### src/rtl/mult_sched_pkg.sv
// Shared types and helpers for the multiplier scheduler.
// Tag ids are sized for the largest supported requester count (16).
package mult_sched_pkg;

    localparam int OPWIDTH_DEF = 16;
    localparam int LATENCY_DEF = 6;
    localparam int NREQ_MAX    = 16;
    localparam int ID_W        = $clog2(NREQ_MAX);

    typedef struct packed {
        logic            vld;
        logic [ID_W-1:0] id;
    } mult_sched_tag_t;

    function automatic logic [NREQ_MAX-1:0] id_to_onehot(input logic [ID_W-1:0] id);
        logic [NREQ_MAX-1:0] oh;
        oh     = '0;
        oh[id] = 1'b1;
        return oh;
    endfunction

    function automatic logic [ID_W-1:0] onehot_to_id(input logic [NREQ_MAX-1:0] oh);
        logic [ID_W-1:0] id;
        id = '0;
        for (int i = 0; i < NREQ_MAX; i++) begin
            if (oh[i]) id = ID_W'(i);
        end
        return id;
    endfunction

endpackage

### src/rtl/mult_sched_arb.sv
// Single-grant arbiter: round-robin when MULT_SCHED_RR_EN is defined,
// otherwise fixed priority with the lowest index winning (no state at all).
module mult_sched_arb
    import mult_sched_pkg::*;
#(
    parameter int NREQ = 4
) (
`ifdef MULT_SCHED_RR_EN
    input  logic            clk,
    input  logic            rst_n,
`endif
    input  logic [NREQ-1:0] vld,
    output logic [NREQ-1:0] gnt,
    output logic [ID_W-1:0] gnt_id
);

`ifdef MULT_SCHED_RR_EN
    // ptr holds the last granted index; the search begins just after it.
    logic [ID_W-1:0] ptr;

    always_comb begin : rr_search
        int  idx;
        logic found;
        gnt   = '0;
        found = 1'b0;
        idx   = 0;
        for (int off = 1; off <= NREQ; off++) begin
            idx = int'(ptr) + off;
            if (idx >= NREQ) idx = idx - NREQ;
            if (vld[idx] && !found) begin
                gnt[idx] = 1'b1;
                found    = 1'b1;
            end
        end
    end

    always_ff @(posedge clk or negedge rst_n) begin
        if (!rst_n) begin
            ptr <= '0;
        end else if (|gnt) begin
            ptr <= gnt_id;
        end
    end
`else
    always_comb begin : fixed_search
        logic found;
        gnt   = '0;
        found = 1'b0;
        for (int i = 0; i < NREQ; i++) begin
            if (vld[i] && !found) begin
                gnt[i] = 1'b1;
                found  = 1'b1;
            end
        end
    end
`endif

    assign gnt_id = onehot_to_id(NREQ_MAX'(gnt));

endmodule

### src/rtl/mult_sched.sv
// Shares one free-running pipelined multiplier between NREQ requesters and
// routes each product back by a tag pipe. Arbitration mode: MULT_SCHED_RR_EN.
module mult_sched
    import mult_sched_pkg::*;
#(
    parameter int NREQ    = 4,
    parameter int OPWIDTH = OPWIDTH_DEF,
    parameter int LATENCY = LATENCY_DEF
) (
    input  logic                         i_clk,
    input  logic                         i_rstn,
    input  logic [NREQ-1:0]              i_req_vld,
    input  logic [NREQ*OPWIDTH-1:0]      i_req_a,
    input  logic [NREQ*OPWIDTH-1:0]      i_req_b,
    input  logic [NREQ-1:0]              i_req_tc,
    output logic [NREQ-1:0]              o_req_rdy,
    output logic [OPWIDTH-1:0]           o_multa,
    output logic [OPWIDTH-1:0]           o_multb,
    output logic                         o_multa_ns,
    output logic                         o_multb_ns,
    input  logic [2*OPWIDTH-1:0]         i_product,
    output logic [NREQ-1:0]              o_rsp_vld,
    output logic [2*OPWIDTH-1:0]         o_rsp_product,
    output logic [$clog2(LATENCY+1)-1:0] o_inflight
);

    localparam int CNTW = $clog2(LATENCY+1);

    logic [NREQ-1:0]    gnt;
    logic [ID_W-1:0]    gnt_id;
    logic               grant;
    logic [OPWIDTH-1:0] sel_a;
    logic [OPWIDTH-1:0] sel_b;
    logic               sel_tc;
    logic               tc_q;
    mult_sched_tag_t    push;
    mult_sched_tag_t    tag_pipe [LATENCY];
    mult_sched_tag_t    tail;
    mult_sched_tag_t    align_q;
    logic [NREQ-1:0]    rsp_next;

    mult_sched_arb #(.NREQ(NREQ)) u_arb (
`ifdef MULT_SCHED_RR_EN
        .clk    (i_clk),
        .rst_n  (i_rstn),
`endif
        .vld    (i_req_vld),
        .gnt    (gnt),
        .gnt_id (gnt_id)
    );

    // Handshake: transfer when i_req_vld[k] & o_req_rdy[k]; ready is
    // one-hot, combinational, held low during reset; no response backpressure.
    assign o_req_rdy = i_rstn ? gnt : '0;
    assign grant     = |o_req_rdy;

    always_comb begin
        sel_a  = '0;
        sel_b  = '0;
        sel_tc = 1'b0;
        for (int k = 0; k < NREQ; k++) begin
            if (gnt[k]) begin
                sel_a  = i_req_a[k*OPWIDTH +: OPWIDTH];
                sel_b  = i_req_b[k*OPWIDTH +: OPWIDTH];
                sel_tc = i_req_tc[k];
            end
        end
    end

    always_ff @(posedge i_clk or negedge i_rstn) begin
        if (!i_rstn) begin
            o_multa <= '0;
            o_multb <= '0;
            tc_q    <= 1'b0;
        end else if (grant) begin
            o_multa <= sel_a;
            o_multb <= sel_b;
            tc_q    <= sel_tc;
        end
    end

    assign o_multa_ns = tc_q;
    assign o_multb_ns = tc_q;

    assign push = {grant, gnt_id};
    assign tail = tag_pipe[LATENCY-1];

    always_ff @(posedge i_clk or negedge i_rstn) begin
        if (!i_rstn) begin
            for (int i = 0; i < LATENCY; i++) tag_pipe[i] <= '0;
        end else begin
            tag_pipe[0] <= push;
            for (int i = 1; i < LATENCY; i++) tag_pipe[i] <= tag_pipe[i-1];
        end
    end

    // The tag leaves the tail one edge before its product reaches i_product,
    // so it waits one cycle in align_q before the response is registered.
    always_ff @(posedge i_clk or negedge i_rstn) begin
        if (!i_rstn) begin
            align_q <= '0;
        end else begin
            align_q <= tail;
        end
    end

    always_comb begin
        rsp_next = '0;
        for (int k = 0; k < NREQ; k++) begin
            rsp_next[k] = align_q.vld && (align_q.id == ID_W'(k));
        end
    end

    always_ff @(posedge i_clk or negedge i_rstn) begin
        if (!i_rstn) begin
            o_rsp_vld     <= '0;
            o_rsp_product <= '0;
        end else begin
            o_rsp_vld <= rsp_next;
            if (align_q.vld) o_rsp_product <= i_product;
        end
    end

    always_ff @(posedge i_clk or negedge i_rstn) begin
        if (!i_rstn) begin
            o_inflight <= '0;
        end else begin
            case ({push.vld, tail.vld})
                2'b10:   o_inflight <= o_inflight + CNTW'(1);
                2'b01:   o_inflight <= o_inflight - CNTW'(1);
                default: o_inflight <= o_inflight;
            endcase
        end
    end

endmodule
### config.mk
export PLATFORM = sky130hd
export DESIGN_NAME = mult_sched
export DESIGN_NICKNAME = d
export VERILOG_FILES = /design/src/rtl/mult_sched_pkg.sv /design/src/rtl/mult_sched_arb.sv /design/src/rtl/mult_sched.sv
export SDC_FILE = /design/constraint.sdc
export NUM_CORES = 1
export LEC_CHECK = 0
export CORE_MARGIN = 5
export CORE_UTILIZATION = 35
export DETAILED_ROUTE_END_ITERATION = 7
export PLACE_DENSITY_LB_ADDON = 0.25
export RECOVER_POWER = 50
export SLEW_MARGIN = 10
export SYNTH_ARGS = -nofsm -noshare
export SYNTH_HDL_FRONTEND = slang
export SYNTH_SLANG_ARGS = --single-unit
### constraint.sdc
create_clock -name i_clk -period 1.6 [get_ports i_clk]
set_input_delay 0.32 -clock i_clk [delete_from_list [all_inputs] [get_ports i_clk]]
set_output_delay 0.32 -clock i_clk [all_outputs]
set_load 0.05 [all_outputs]
==> flow_summary.ini <==
[yosys]
ys_types = 26
synth_seq_area_share = 0.544
syn_inst = 352
synth_area_um2 = 4280
ys_seq_elements = 93
synth_nets = 524
avgSynthCellArea_um2 = 12.2
synth_warnings = 0

[floorplanning]
io_pins = 247
rows = 40
core_um2 = 12000
die_w_um = 121
fp.dieH_um = 121
dieArea_um2 = 14500
initial_utilization = 0.356

[critical_path]
cp_data_required_time_ps = 1280
crit_chain = buf_8 -> buf_6 -> or4b_4 -> nor2_4 -> buf_12
startpoint_type = input pin
critPathKind = in2out
cp.arrival_ps = 1340
worstSetupEndpointType = output port
slowest_delay_ps = 550
crit_fanout = 3
cp_slowest_cell = or4b_4

[finish]
final_util = 0.603
drive_gt1_frac = 0.322
nets = 769
stdcell_count = 747
antenna_cells = 0
fill_cells = 968
synthToLayoutAreaGrowth_pct = 69.2

[global_routing]
grt_antenna_before_repair = 0
grt_overflow_total = 0
grt_pass1_vias = 4041
grt_max_degree = 79
grt_use_total = 0.174
grt_pass1_wl_um = 20400

[timing]
fin_ws_ps = -58.8
period_minus_slack_ps = 1660
hold_violations = 0
slew_headroom = 0.376
slew_violations = 0
worst_pin_slew_ps = 936
skew_ps = 2.13
finalSetupViolations = 1
rsz0062_at_grt = yes
period_share = 1.04
whs_ps = 19.5
max_freq_ghz = 0.603

[worst_hold_path]
hp-class = in2async

[route]
drc_errors = 0
vias = 3750
firstDrtPassIters = 5
viasPerCell = 5.02
postRouteWirelength_um = 13000
postRouteAntennaNets = 0
drt_iter0_markers = 213
post_drt_wl_per_cell_um = 17.4

[cts]
cts-hold-fix-buffers = 0
cts_tree = done
cts_sinks = 93
cts-root-buf = clkbuf_16
worstSkewPairLatency_ps = 320
htree_levels = 3
clk_pin_slew_ps = 60
cts_buffer_depth = 2
cts_buffers = 9

[run_status]
violations = negative setup slack
status = complete, but fails checks

[power_and_ir_drop]
leakage_nw = 3.14
cellPowerDensity_nw_per_um2 = 1050
peakVddDrop_uv = 597

[place]
placed_cells = 730
io_buffer_count = 246
post-dp-hpwl_um = 9850
globalplace.congestion = 0.778

[flow_run]
max_cap_violations = 0
[metal layers]
metal  part of all wire  GRT usage  wire length [um]
met5                  0          0                 0
met3              0.094     0.0547              1210
met4              0.017     0.0567               216
met1               0.41      0.216              5310
met2               0.48      0.289              6220
[state kept, by name, indices dropped and copies added (netlist names)]
register and flops:
o_rsp_product 32, tag_pipe 18, o_multa 16, o_multb 16, o_rsp_vld 4, align_q 3, o_inflight 3, o_multa_ns 1
[worst max-delay path, delay by kind of cell]
kind,cells,cell delay [ps]
buffers and inverters,3,340
and+or+nand+nor,2,670
[metrics by stage]
stage / setup slack, ps / power [mW] / area (um2) / setup TNS (ps)
3_5_place_dp: -691 / 5.48 / 6920 / -25540
2_1_floorplan: -409 / 4.27 / 4330 / -907
3_3_place_gp: -659 / 5.43 / 6920 / -23040
5_1_grt: -82.4 / 7.94 / 7240 / -141
4_1_cts: -82.8 / 7.71 / 7260 / -82.8
6_report: -58.8 / 7.59 / 7240 / -58.8
[what timing repair did]
item                       4_1_cts  5_1_grt
gates resized for setup         20        2
setup endpoints to repair       41       12
buffers inserted                 3        0
pin swaps                        6        1
[final cells by class]
cell class	instances	area, um2	area share
inverters	5	18.8	0.00259
clock inverters	4	73.8	0.0102
flip-flops and latches	93	2330	0.321
clock buffers	10	229	0.0316
repair buffers	269	2620	0.362
multi-input cells	219	1790	0.247
well taps	147	184	0.0254
[cells in the mapped netlist]
library cell  count  area [um2]
a222oi_1         33         330
and2_1            2        12.5
and3_1            2        12.5
and3b_1           1        8.76
buf_1             1        3.75
buf_2            16        80.1
buf_4             2        15.0
buf_6             4        45.0
clkbuf_1         12        45.0
dfrtp_1          93        2330
fa_1              1        20.0
ha_1              1        12.5
inv_1             5        18.8
mux2_2           65         732
mux2i_1           1        10.0
nand2_1          34         128
nand2b_1          1        6.26
nor2_1           37         139
nor2b_1           1        6.26
nor3b_1           1        7.51
o21a_1            1        7.51
o31ai_1          33         248
o41ai_4           1        27.5
or4b_1            1        10.0
xnor2_1           1        8.76
xor2_1            2        17.5
[path summary, 6_finish.rpt]
kind / to / start / slack [ps] / depth (start not counted)
worst max-delay path: o_req_rdy[3] / i_req_vld[2] / -60 / 5
worst min-delay path: o_multa[13] / i_rstn / 20 / 2
worst max register to register: o_rsp_product[7] / align_q[4] / 100 / 2
worst min register to register: tag_pipe[20] / tag_pipe[25] / 350 / 0
max in group asynchronous: o_rsp_product[10] / i_rstn / 380 / 3
min in group i_clk: tag_pipe[20] / tag_pipe[25] / 350 / 0
[report_power, final]
| group | switching (mW) | internal (mW) | total (mW) |
|---|---|---|---|
| combinational | 1.47 | 1.14 | 2.61 |
| clock | 0.827 | 1.35 | 2.18 |
| sequential | 0.173 | 2.63 | 2.80 |
| total | 2.47 | 5.12 | 7.59 |
[cell usage in the layout (no fill, tap or decap), types with 2 or more instances in the layout]
cell             Yosys  routed
buf_2               16       2
nor2_1              37      35
bufinv_16            0       2
dfrtp_1             93      93
clkbuf_16            0       9
a222oi_1            33      33
buf_12               0      14
nand2_1             34      34
o31ai_1             33      33
buf_4                2      83
mux2_2              65      65
inv_1                5       4
clkdlybuf4s50_1      0     164
buf_6                4       4
xor2_1               2       2
[kinds of logic after synthesis]
kind of cell / share of synthesized area
flops: 0.544
simple gates: 0.0772
compound gates: 0.143
mux: 0.173
buf+inv: 0.0485
xor+xnor: 0.00614
fa+ha+maj: 0.00760
Power figures use the tool's default switching activity.
==> edit, RTL diff (same flow settings) <==
Change the package constant `LATENCY_DEF` from 6 to 7.
--- a/src/rtl/mult_sched_pkg.sv
+++ b/src/rtl/mult_sched_pkg.sv
@@ -4,5 +4,5 @@
 
     localparam int OPWIDTH_DEF = 16;
-    localparam int LATENCY_DEF = 6;
+    localparam int LATENCY_DEF = 7;
     localparam int NREQ_MAX    = 16;
     localparam int ID_W        = $clog2(NREQ_MAX);
Check against the original RTL: not equivalent (a bounded check fails within 10 cycles, from zero or initial values and one cycle with i_rstn low).
==> edit against the original RTL <==
The flow still finishes with violations (negative setup slack). Total power down 1.1%. Non-clock buffer count up 3. Wire length up 9.6%. Area after synthesis up 1.8%. Worst setup slack worse by 0.0079 ns. Sequential cell count up 3. Count of clock-buffer cells in the layout up 2. Design area up 1.5%. Largest cell class unchanged.
==> edit: results (changes against the original RTL) <==
[status]
status = finished with violations
violations = negative setup slack

[pwr]
power_frac_seq = 0.384  ; +0.015
peakVddDrop_mv = 0.406  ; -32%
power.density_nw_per_um2 = 1020  ; -2.5%
p_sw_w = 0.00253  ; +2.5%
leakage_nw = 3.18  ; +1.1%
comb_power_w = 0.00262  ; about the same

[grt]
antenna_found_initial = 0  ; unchanged
grt_pass1_vias = 4187  ; +3.6%
use_met3 = 0.0710  ; +0.0163
grt_util_met1 = 0.229  ; +0.0121
grt_max_degree = 68  ; -14%
use_met2 = 0.309  ; +0.0210
grt_pass1_wl_um = 21800  ; +7.1%
grt_usage = 0.190  ; +0.0156

[routing]
wl_per_cell_um = 18.3  ; +5.6%
dr_wl_met3_um = 1650  ; +36%
wl_met1_um = 5520  ; +3.9%
drt_iter0_drc = 327  ; +54%
route.met2.wl_um = 6680  ; +7.5%
highest_layer = met4
dr_total_vias = 3917  ; +4.5%
viasPerCell = 5.05  ; +0.68%

[worst_hold_path]
min-delay-path-class = reg2reg
min_to = tag_pipe[24]$_DFF_PN0_
hold_depth = 0

[placement]
hpwl_um = 10700  ; +9.1%
port_buffers = 246  ; unchanged
place_area_um2 = 7030  ; +1.6%
placed_cells = 755  ; +3.4%
post-place-ws_ns = -0.670  ; +0.0206 ns
gp_congestion = 0.782  ; +0.48%

[logic_synthesis]
syn-num-nets = 527  ; +0.57%
avgSynthCellArea_um2 = 12.3  ; +0.89%
synthTopCellsByCount = dfrtp_1, mux2_2, nor2_1, nand2_1
ys_async_sr_fraction = 1.00  ; unchanged
yosysSeqAreaShare = 0.552  ; +0.00786
synth_area_leaders = dfrtp_1, mux2_2, a222oi_1

[worst_setup_path]
crit_path_max_incr_delay_ns = 0.56
crit_fanout = 2  ; -1
worstRegToRegCells = 2  ; unchanged
worstReg2RegEnd = o_rsp_product[23]$_DFFE_PN0P_
startpoint = i_req_vld[2]
cp-endpoint = o_req_rdy[3]

[sta]
maxSlewHeadroom = 0.347  ; -0.0284
setup_violations = 1  ; unchanged
skew_ns = 0.00682  ; +0.00469 ns
setup_slack_ns = -0.0667  ; -0.00789 ns
tns_ns = -0.0667  ; -0.00789 ns
timing.hold.ws_ns = 0.346  ; +0.326 ns

[clock_network]
ctsResizeCount = 21  ; +5.0%
clockBufferDepth = 2  ; unchanged
cts.hold.buffers_added = 2  ; +2
cts-root-buf = clkbuf_16

[final_layout]
regArea_um2 = 2400  ; +3.2%
fillers = 1024  ; +5.8%
reg_top3 = o_rsp_product: 32 flops, tag_pipe: 21 flops
drive_above_1_share = 0.321  ; -0.000415

-- edit: area by class of cell --
type | count | share of cell area
clock buffers | 12 | 0.0349
clock inverters | 3 | 0.00341
inverters | 5 | 0.00255
multi-input cells | 219 | 0.244
flip-flops and latches | 96 | 0.327
well taps | 168 | 0.0286
repair buffers | 272 | 0.360
-- edit: cell families (layout without fill, tap and decap cells) --
logic type / Yosys count / after routing / share of synthesized area
AO/OA/AOI/OAI: 68 / 68 / 0.141
XOR/XNOR: 3 / 3 / 0.00604
adder cells (fa/ha/maj): 2 / 2 / 0.00747
buffers and inverters: 40 / 292 / 0.0477
flip-flops: 96 / 96 / 0.552
multiplexers: 66 / 66 / 0.170
AND/OR/NAND/NOR: 80 / 80 / 0.0759
-- edit: worst reg2reg max path: stages, from the launching register on --
cell and delay [ns]:
dfrtp_1 0.32, clkbuf_2 0.63, mux2_2 0.44
